$ cat src/rtl/cpu_hazard_pkg.sv
// Shared definitions for the D-stage hazard logic: code widths, the
// "source not read" Tuse marker and the forwarding-select encoding.
package cpu_hazard_pkg;

    localparam int unsigned ADDR_W = 5;
    localparam int unsigned T_W    = 2;

    localparam logic [1:0] TUSE_NONE = 2'd3;

    typedef enum logic [1:0] {
        FWD_RF = 2'd0,
        FWD_E  = 2'd1,
        FWD_M  = 2'd2,
        FWD_W  = 2'd3
    } fwd_sel_e;

endpackage

$ cat src/rtl/hazard_src_check.sv
// Per-source hazard check: finds the newest shadow stage writing this source
// register and derives the stall request and D-stage forwarding select.
module hazard_src_check #(
    parameter int unsigned ADDR_W = cpu_hazard_pkg::ADDR_W,
    parameter int unsigned T_W    = cpu_hazard_pkg::T_W
) (
    input  logic [ADDR_W-1:0] src,
    input  logic [T_W-1:0]    tuse,
    input  logic [ADDR_W-1:0] a3_e,
    input  logic [T_W-1:0]    tnew_e,
    input  logic [ADDR_W-1:0] a3_m,
    input  logic [T_W-1:0]    tnew_m,
    input  logic [ADDR_W-1:0] a3_w,
    input  logic [T_W-1:0]    tnew_w,
    output logic              stall_s,
    output logic [1:0]        fwd_s
);

    logic                     live;
    logic                     hit_e;
    logic                     hit_m;
    logic                     hit_w;
    logic                     hit;
    logic [T_W-1:0]           sel_tnew;
    cpu_hazard_pkg::fwd_sel_e sel_code;

    always_comb begin
        live     = (src != '0) && (tuse != T_W'(cpu_hazard_pkg::TUSE_NONE));
        hit_e    = live && (a3_e == src);
        hit_m    = live && (a3_m == src);
        hit_w    = live && (a3_w == src);
        hit      = hit_e || hit_m || hit_w;
        sel_tnew = '0;
        sel_code = cpu_hazard_pkg::FWD_RF;

        // Newest producer shadows any older one, even if the older is ready.
        if (hit_e) begin
            sel_tnew = tnew_e;
            sel_code = cpu_hazard_pkg::FWD_E;
        end else if (hit_m) begin
            sel_tnew = tnew_m;
            sel_code = cpu_hazard_pkg::FWD_M;
        end else if (hit_w) begin
            sel_tnew = tnew_w;
            sel_code = cpu_hazard_pkg::FWD_W;
        end

        stall_s = hit && (sel_tnew > tuse);
        fwd_s   = (hit && (sel_tnew == '0)) ? sel_code : cpu_hazard_pkg::FWD_RF;
    end

endmodule

$ cat src/rtl/hazard_tracker.sv
// Shadow E/M/W pipeline of {a3, tnew} driving the global stall, D-stage
// forwarding selects and a saturating stall-cycle counter.
module hazard_tracker #(
    parameter int unsigned ADDR_W = cpu_hazard_pkg::ADDR_W,
    parameter int unsigned T_W    = cpu_hazard_pkg::T_W,
    parameter int unsigned CNT_W  = 16
) (
    input  logic              clk,
    input  logic              reset,
    input  logic              hold,
    input  logic [ADDR_W-1:0] rs_D,
    input  logic [ADDR_W-1:0] rt_D,
    input  logic [T_W-1:0]    tuse_rs_D,
    input  logic [T_W-1:0]    tuse_rt_D,
    input  logic [ADDR_W-1:0] a3_D,
    input  logic [T_W-1:0]    tnew_D,
    output logic              stall,
    output logic [1:0]        fwd_rs_D,
    output logic [1:0]        fwd_rt_D,
    output logic [CNT_W-1:0]  stall_cnt
);

    logic [ADDR_W-1:0] e_a3_q, e_a3_d;
    logic [ADDR_W-1:0] m_a3_q, m_a3_d;
    logic [ADDR_W-1:0] w_a3_q, w_a3_d;
    logic [T_W-1:0]    e_tnew_q, e_tnew_d;
    logic [T_W-1:0]    m_tnew_q, m_tnew_d;
    logic [T_W-1:0]    w_tnew_q, w_tnew_d;
    logic [CNT_W-1:0]  cnt_q, cnt_d;
    logic              stall_rs;
    logic              stall_rt;

    function automatic logic [T_W-1:0] sat_dec(input logic [T_W-1:0] x);
        return (x == '0) ? '0 : x - T_W'(1);
    endfunction

    hazard_src_check #(.ADDR_W(ADDR_W), .T_W(T_W)) u_chk_rs (
        .src     (rs_D),
        .tuse    (tuse_rs_D),
        .a3_e    (e_a3_q),
        .tnew_e  (e_tnew_q),
        .a3_m    (m_a3_q),
        .tnew_m  (m_tnew_q),
        .a3_w    (w_a3_q),
        .tnew_w  (w_tnew_q),
        .stall_s (stall_rs),
        .fwd_s   (fwd_rs_D)
    );

    hazard_src_check #(.ADDR_W(ADDR_W), .T_W(T_W)) u_chk_rt (
        .src     (rt_D),
        .tuse    (tuse_rt_D),
        .a3_e    (e_a3_q),
        .tnew_e  (e_tnew_q),
        .a3_m    (m_a3_q),
        .tnew_m  (m_tnew_q),
        .a3_w    (w_a3_q),
        .tnew_w  (w_tnew_q),
        .stall_s (stall_rt),
        .fwd_s   (fwd_rt_D)
    );

    assign stall     = stall_rs | stall_rt;
    assign stall_cnt = cnt_q;

    always_comb begin
        e_a3_d   = e_a3_q;
        e_tnew_d = e_tnew_q;
        m_a3_d   = m_a3_q;
        m_tnew_d = m_tnew_q;
        w_a3_d   = w_a3_q;
        w_tnew_d = w_tnew_q;
        cnt_d    = cnt_q;

        // A stall arriving during hold waits; the bubble goes in on release.
        if (!hold) begin
            w_a3_d   = m_a3_q;
            w_tnew_d = sat_dec(m_tnew_q);
            m_a3_d   = e_a3_q;
            m_tnew_d = sat_dec(e_tnew_q);
            e_a3_d   = stall ? '0 : a3_D;
            e_tnew_d = stall ? '0 : tnew_D;
            if (stall && (cnt_q != '1)) begin
                cnt_d = cnt_q + CNT_W'(1);
            end
        end
    end

    always_ff @(posedge clk) begin
        if (!reset) begin
            e_a3_q   <= '0;
            e_tnew_q <= '0;
            m_a3_q   <= '0;
            m_tnew_q <= '0;
            w_a3_q   <= '0;
            w_tnew_q <= '0;
            cnt_q    <= '0;
        end else begin
            e_a3_q   <= e_a3_d;
            e_tnew_q <= e_tnew_d;
            m_a3_q   <= m_a3_d;
            m_tnew_q <= m_tnew_d;
            w_a3_q   <= w_a3_d;
            w_tnew_q <= w_tnew_d;
            cnt_q    <= cnt_d;
        end
    end

endmodule

$ cat config.mk
export PLATFORM = sky130hd
export DESIGN_NAME = hazard_tracker
export DESIGN_NICKNAME = d
export VERILOG_FILES = /design/src/rtl/cpu_hazard_pkg.sv /design/src/rtl/hazard_src_check.sv /design/src/rtl/hazard_tracker.sv
export SDC_FILE = /design/constraint.sdc
export NUM_CORES = 1
export LEC_CHECK = 0
export ABC_CLOCK_PERIOD_IN_PS = 3700
export BUFFER_PORTS_ARGS = -buffer_cell sky130_fd_sc_hd__clkbuf_2
export CORE_ASPECT_RATIO = 0.8
export CORE_MARGIN = 5
export CORE_UTILIZATION = 56
export CTS_CLUSTER_DIAMETER = 100
export DETAILED_ROUTE_END_ITERATION = 6
export HOLD_SLACK_MARGIN = 0.06
export PLACE_DENSITY = 0.84
export SLEW_MARGIN = 20
export SYNTH_ARGS = -nofsm -noshare
export SYNTH_HDL_FRONTEND = slang
export SYNTH_SLANG_ARGS = --single-unit
$ cat constraint.sdc
create_clock -name clk -period 3.7 [get_ports clk]
set_input_delay 0 -clock clk [delete_from_list [all_inputs] [get_ports clk]]
set_output_delay 0 -clock clk [all_outputs]
set_load 0.02 [all_outputs]
---- After elaboration in Yosys (flattened, before gate mapping) ----
Cells that the tools add are included.
storage, ports and cells
  bits in registers ....................... 37
  input port bits ......................... 24
  output and inout port bits .............. 21
  word-level logic and storage cells ...... 65
cells by class
  $add $sub $neg .......................... 3
  magnitude comparators ................... 2
  equal/unequal tests ..................... 9
  mux-type cells .......................... 18
  bitwise gates (word level) .............. 2
  reductions and logical operators ........ 24
operator list
  kind                   count
  $mux 2                 17
  $eq 5x5->1             6
  $add 16x1->16 const B  1
  $ne 16x16->1 const B   1
  $logic_and 1x1->1      13
  $reduce_bool 5->1      2
  $logic_not 2->1        4
  $mux 5                 1
  $gt 2x2->1             2
  $logic_or 1x1->1       4
  $ne 2x2->1 const B     2
  $sub 2x1->2 const B    2
  $reduce_and 2->1       1
  $not 1->1              1
  $or 1x1->1             1

---- Longest topological paths before layout ----
  depth in word-level cells ............... 11
  mapped depth ............................ 13
  gate-level depth less buffers ........... 13

---- By module ----
From an unflattened synthesis, not the netlist that was laid out.
second synthesis, totals
  cell total of the unflattened synthesis .. 287
  area, all modules ....................... 2441.1 µm²
modules (own cells, without submodules)
  module            instances  cells an instance  area an instance (µm²)  seq. area each (µm²)
  hazard_tracker    1          189                1672.9                  740.7
  hazard_src_check  2          49                 384.1                   0.0

---- Worst setup path before layout ----
Ideal clock, no wire load.
  kind .................................... register to register
  start point ............................. reg w_a3_q[4]
  end point ............................... reg cnt_q[8] (netlist: stall_cnt[8])
  library setup time ...................... 0.115 ns
  data arrival time ....................... 2.688 ns
  required time ........................... 3.585 ns
  slack ................................... 0.897 ns
  stages on the path, launching flop included .. 13
  period minus slack after synthesis ...... 2.803 ns
  path through ............................ dfxtp_1 xnor2_1 nand3_1 nor3_2 nand3_1 o221ai_1 and2_1 ha_1 a2111oi_4 o311ai_2 a21oi_1 xor2_1 and2_1
on the way
  cells in the longest elaborated chain, start to end .. 10
  elaborated cells between the ends (all ways) .. 19
  those cells by class .................... order compare (2); eq/ne (2); mux (6); bitwise (1); reduce/logical (8)
RTL lines
  what                          RTL line                RTL
  start, declared               hazard_tracker.sv:25    logic [ADDR_W-1:0] w_a3_q, w_a3_d;
  start signal, assigned        hazard_tracker.sv:103   w_a3_q <= w_a3_d;
  $eq 5x5->1                    hazard_src_check.sv:31  hit_w = live && (a3_w == src);
  $logic_and 1x1->1             hazard_src_check.sv:31
  $mux 2                        hazard_src_check.sv:43  end else if (hit_w) begin
  $mux 2                        hazard_src_check.sv:40  end else if (hit_m) begin
  $mux 2                        hazard_src_check.sv:37  if (hit_e) begin
  $gt 2x2->1                    hazard_src_check.sv:48  stall_s = hit && (sel_tnew > tuse);
  $logic_and 1x1->1             hazard_src_check.sv:48
  $or 1x1->1 *                  hazard_tracker.sv:63    assign stall = stall_rs | stall_rt;
  $logic_and 1x1->1 *           hazard_tracker.sv:83    if (stall && (cnt_q != '1)) begin
  $reduce_and 2->1 (no line) *  --
  end signal, assigned          hazard_tracker.sv:105   cnt_q <= cnt_d;
  end, declared                 hazard_tracker.sv:29    logic [CNT_W-1:0] cnt_q, cnt_d;
Every way passes the cells marked *; elsewhere a longest branch is shown, timed or not.
A chain may end at the register's enable or synchronous reset.

---- Worst setup path in the final report ----
  start point ............................. reg w_a3_q[4]
  end point ............................... out stall
on the way
  cells in the longest elaborated chain, start to end .. 8
  elaborated cells between the ends (all ways) .. 17
  those cells by class .................... order compare (2); eq/ne (2); mux (6); bitwise (1); reduce/logical (6)
RTL lines
  what               RTL line                RTL
  $eq 5x5->1         hazard_src_check.sv:31
  $logic_and 1x1->1  hazard_src_check.sv:31
  $mux 2             hazard_src_check.sv:43
  $mux 2             hazard_src_check.sv:40
  $mux 2             hazard_src_check.sv:37
  $gt 2x2->1         hazard_src_check.sv:48
  $logic_and 1x1->1  hazard_src_check.sv:48
  $or 1x1->1 *       hazard_tracker.sv:63
  end, declared      hazard_tracker.sv:17    output logic stall,
Marked as above.

==> impl_metrics.toml <==
[sta]
setup_viol = 0
period_needed_ns = 3.34
timing_hold_violations_final = 0
max_slew.worst_pin.slew_ns = 0.769
fmaxAchievable_ghz = 0.299
fin_tns_setup_ns = 0
whs_ns = 0.413
rsz0062_at_grt = "no"
fin_worst_skew_ns = 0.00980
period_share_pct = 90.3
relSlewSlack_pct = 48.7
slew_viol_final = 0

[logic_synthesis]
synth_seq_cells = 37
synth_compound_area_share_pct = 14.7
synth_fp_nets = 304
synthMuxAreaShare_pct = 8.57
synth_top_family_by_area = "simple AND/OR/NAND/NOR gates"
synth-adder-area-share_pct = 2.52
synth-edff-count = 0
synth.distinct_cells = 43
synth-simple-area-share_pct = 28.6
ys.flop_type = "dfxtp_1"
avgSynthCellArea_um2 = 9.03
synth_cells = 275
syn_area_um2 = 2480
async_flop_share_pct = 0
yosysSeqAreaShare_pct = 29.8
synthXorXnorAreaFrac_pct = 13.1
yosysWarnings = 0

[global_routing]
first_global_vias = 2039
grt_max_degree = 46
grt_use_total_pct = 20.3
grt_first_pass_wirelength_um = 9820
grt.overflow.total = 0
grt_antenna_before_repair = 0

[critical_path]
worst-setup-path-type = "reg -> out"
cpMaxStageDelayCell = "nor3_2"
crit_fanout = 8
crit_path_end_kind = "output port"
crit_family = "compound AO/OA/AOI/OAI gates"
critical_path_required_ns = 3.70
r2r_slack_ns = 0.50
path_cells = "xnor2_1 > nand3_1 > nor3_2 > nand3_1 > o221ai_1 > and2_1 > ha_1 > a21oi_1 > a21oi_1 > o311a_1 > a31oi_4 > inv_1 > clkbuf_2"
worstPathArrival_ns = 3.34
start_kind = "flip-flop"
cp_num_buf_inv = 2
cp_slowest_stage_delay_ns = 0.46

[flow_run]
maxCapViolations = 0

[outcome]
status = "complete, no violations"

[cells_and_area]
finish.utilization_pct = 68.4
fin_nets = 354
area_growth_pct = 16.6
drive_above_1_share_pct = 23.3
diodes = 0
fin_area_um2 = 2890

[routing]
wl_per_cell_um = 15.0
viasPerCell = 5.67
antenna_left = 0
drt-total-wl_um = 5740
first_iter_violations = 105
num_vias = 2170
drc_errors = 0
dr.pass1.iters = 4

[power]
power_density_nw_per_um2 = 287
power.leakage_nw = 1.29
ir_drop_uv = 259

[clock_network]
cts.clk_slew.worst_paths_ns = 0.08
cts-root-buf = "clkbuf_8"
clkSinkCount = 37
cts-htree-levels = 2
cts_tree = "yes"
cts_buffers = 5
cts_buffer_depth = 2
clk_latency_ns = 0.29

[floorplan]
core_um2 = 4230
die_area_um2 = 5870
die_x_um = 84.4
start_util_pct = 58.7
ios = 45
die_y_um = 69.6
fp-row-count = 21

[placement]
port_buffers = 44
gp_congestion = 0.873
hpwl_um = 4230
placed_area_um2 = 2740

[hold_path]
min_path_type = "in -> reg"
[cell usage after synthesis, drive strengths merged, types with 8 or more instances]
cell type  instances  share of area [%]
nor2               8                1.2
mux2i             19                7.7
inv                8                1.2
nand3             12                2.4
nor3               9                2.8
a21oi              9                1.8
a21boi            11                3.5
and2              14                3.7
dfxtp             37                 30
nand2             31                5.0
nand2b             9                2.3
nor2b             13                3.3
xnor2             12                4.2
xor2              25                8.8
[worst reg2reg max path, stage by stage, from the launching register on]
cell	delay, ns
dfxtp_1	0.40
xnor2_1	0.14
nand3_1	0.11
nor3_2	0.46
nand3_1	0.17
o221ai_1	0.24
and2_1	0.16
ha_1	0.27
a2111oi_4	0.41
o311ai_2	0.21
nand2_4	0.17
mux2i_1	0.27
nor2b_1	0.07
[logic make-up after synthesis]
kind of cell	Yosys count
simple gates	121
compound gates	38
xor+xnor	37
flops	37
mux	21
buf+inv	16
fa+ha+maj	5
[routing by layer]
| layer | vias up | track usage (%) | routed length (um) |
|---|---|---|---|
| met1 | 1014 | 27.8 | 2710 |
| met2 | 74 | 31.5 | 2550 |
| met4 | 0 | 5.27 | 91 |
| li1 | 1068 | - | - |
| met3 | 14 | 5.46 | 392 |
| met5 | - | 0 | 0 |
[cell type report]
class	instances	area, um2
Inverter	8	30.0
Multi-Input combinational cell	222	1670
Clock inverter	2	15.0
Timing Repair Buffer	51	290
Fill cell	357	1340
Tap cell	57	71.3
Sequential cell	37	741
Clock buffer	6	72.6
[per-stage QoR]
| stage | power (mW) | cells | worst slack (ns) |
|---|---|---|---|
| floorplan | 0.510 | 275 | 0.897 |
| global placement | 0.545 | 368 | 0.666 |
| detailed placement | 0.550 | 368 | 0.556 |
| CTS | 0.836 | 383 | 0.405 |
| global route | 0.869 | 383 | 0.150 |
| finish | 0.831 | 383 | 0.359 |
[repair_timing]
item	4_1_cts	5_1_grt
hold endpoints to repair	7	0
hold buffers	7	0
buffers inserted	0	0
gates resized for setup	0	0
[state kept, by name, indices dropped and copies added (netlist names)]
signal	count
m_a3_q	5
e_tnew_q	2
stall_cnt	16
m_tnew_q	2
w_a3_q	5
e_a3_q	5
w_tnew_q	2
[cells in the final DEF, fill, tap and decap left out, types with 4 or more instances in the layout]
| cell type | netlist | final |
|---|---|---|
| nand4_1 | 4 | 4 |
| clkbuf_8 | 0 | 5 |
| nand3_1 | 12 | 12 |
| nor2b_1 | 13 | 13 |
| nand2b_1 | 9 | 9 |
| nand3b_1 | 7 | 7 |
| dlygate4sd3_1 | 0 | 7 |
| mux2i_1 | 19 | 19 |
| and4_1 | 4 | 4 |
| and3_1 | 4 | 4 |
| a21boi_1 | 10 | 10 |
| nand2_1 | 30 | 30 |
| ha_1 | 5 | 5 |
| clkbuf_2 | 0 | 44 |
| xnor2_1 | 12 | 12 |
| a21oi_1 | 9 | 9 |
| nor2_1 | 8 | 8 |
| nor3_1 | 4 | 4 |
| dfxtp_1 | 37 | 37 |
| and2_1 | 12 | 12 |
| inv_1 | 8 | 8 |
| o311ai_2 | 4 | 4 |
| nor3_2 | 5 | 5 |
| xor2_1 | 25 | 25 |
[power by group]
part           switching (mW)  total (mW)  internal, mW
logic                  0.0730       0.132        0.0590
clock network           0.150       0.283         0.133
registers              0.0105       0.416         0.406
[path summary, 6_finish.rpt]
kind,from,end,depth (start not counted)
worst max-delay path,w_a3_q[4]$_SDFFE_PN0N_,stall,13
worst min-delay path,hold,e_tnew_q[1]$_SDFFE_PN0N_,3
worst max register to register,w_a3_q[4]$_SDFFE_PN0N_,stall_cnt[1]$_SDFFE_PN0P_,12
worst min register to register,e_tnew_q[1]$_SDFFE_PN0N_,e_tnew_q[1]$_SDFFE_PN0N_,2
(Power assumes the default switching activity.)
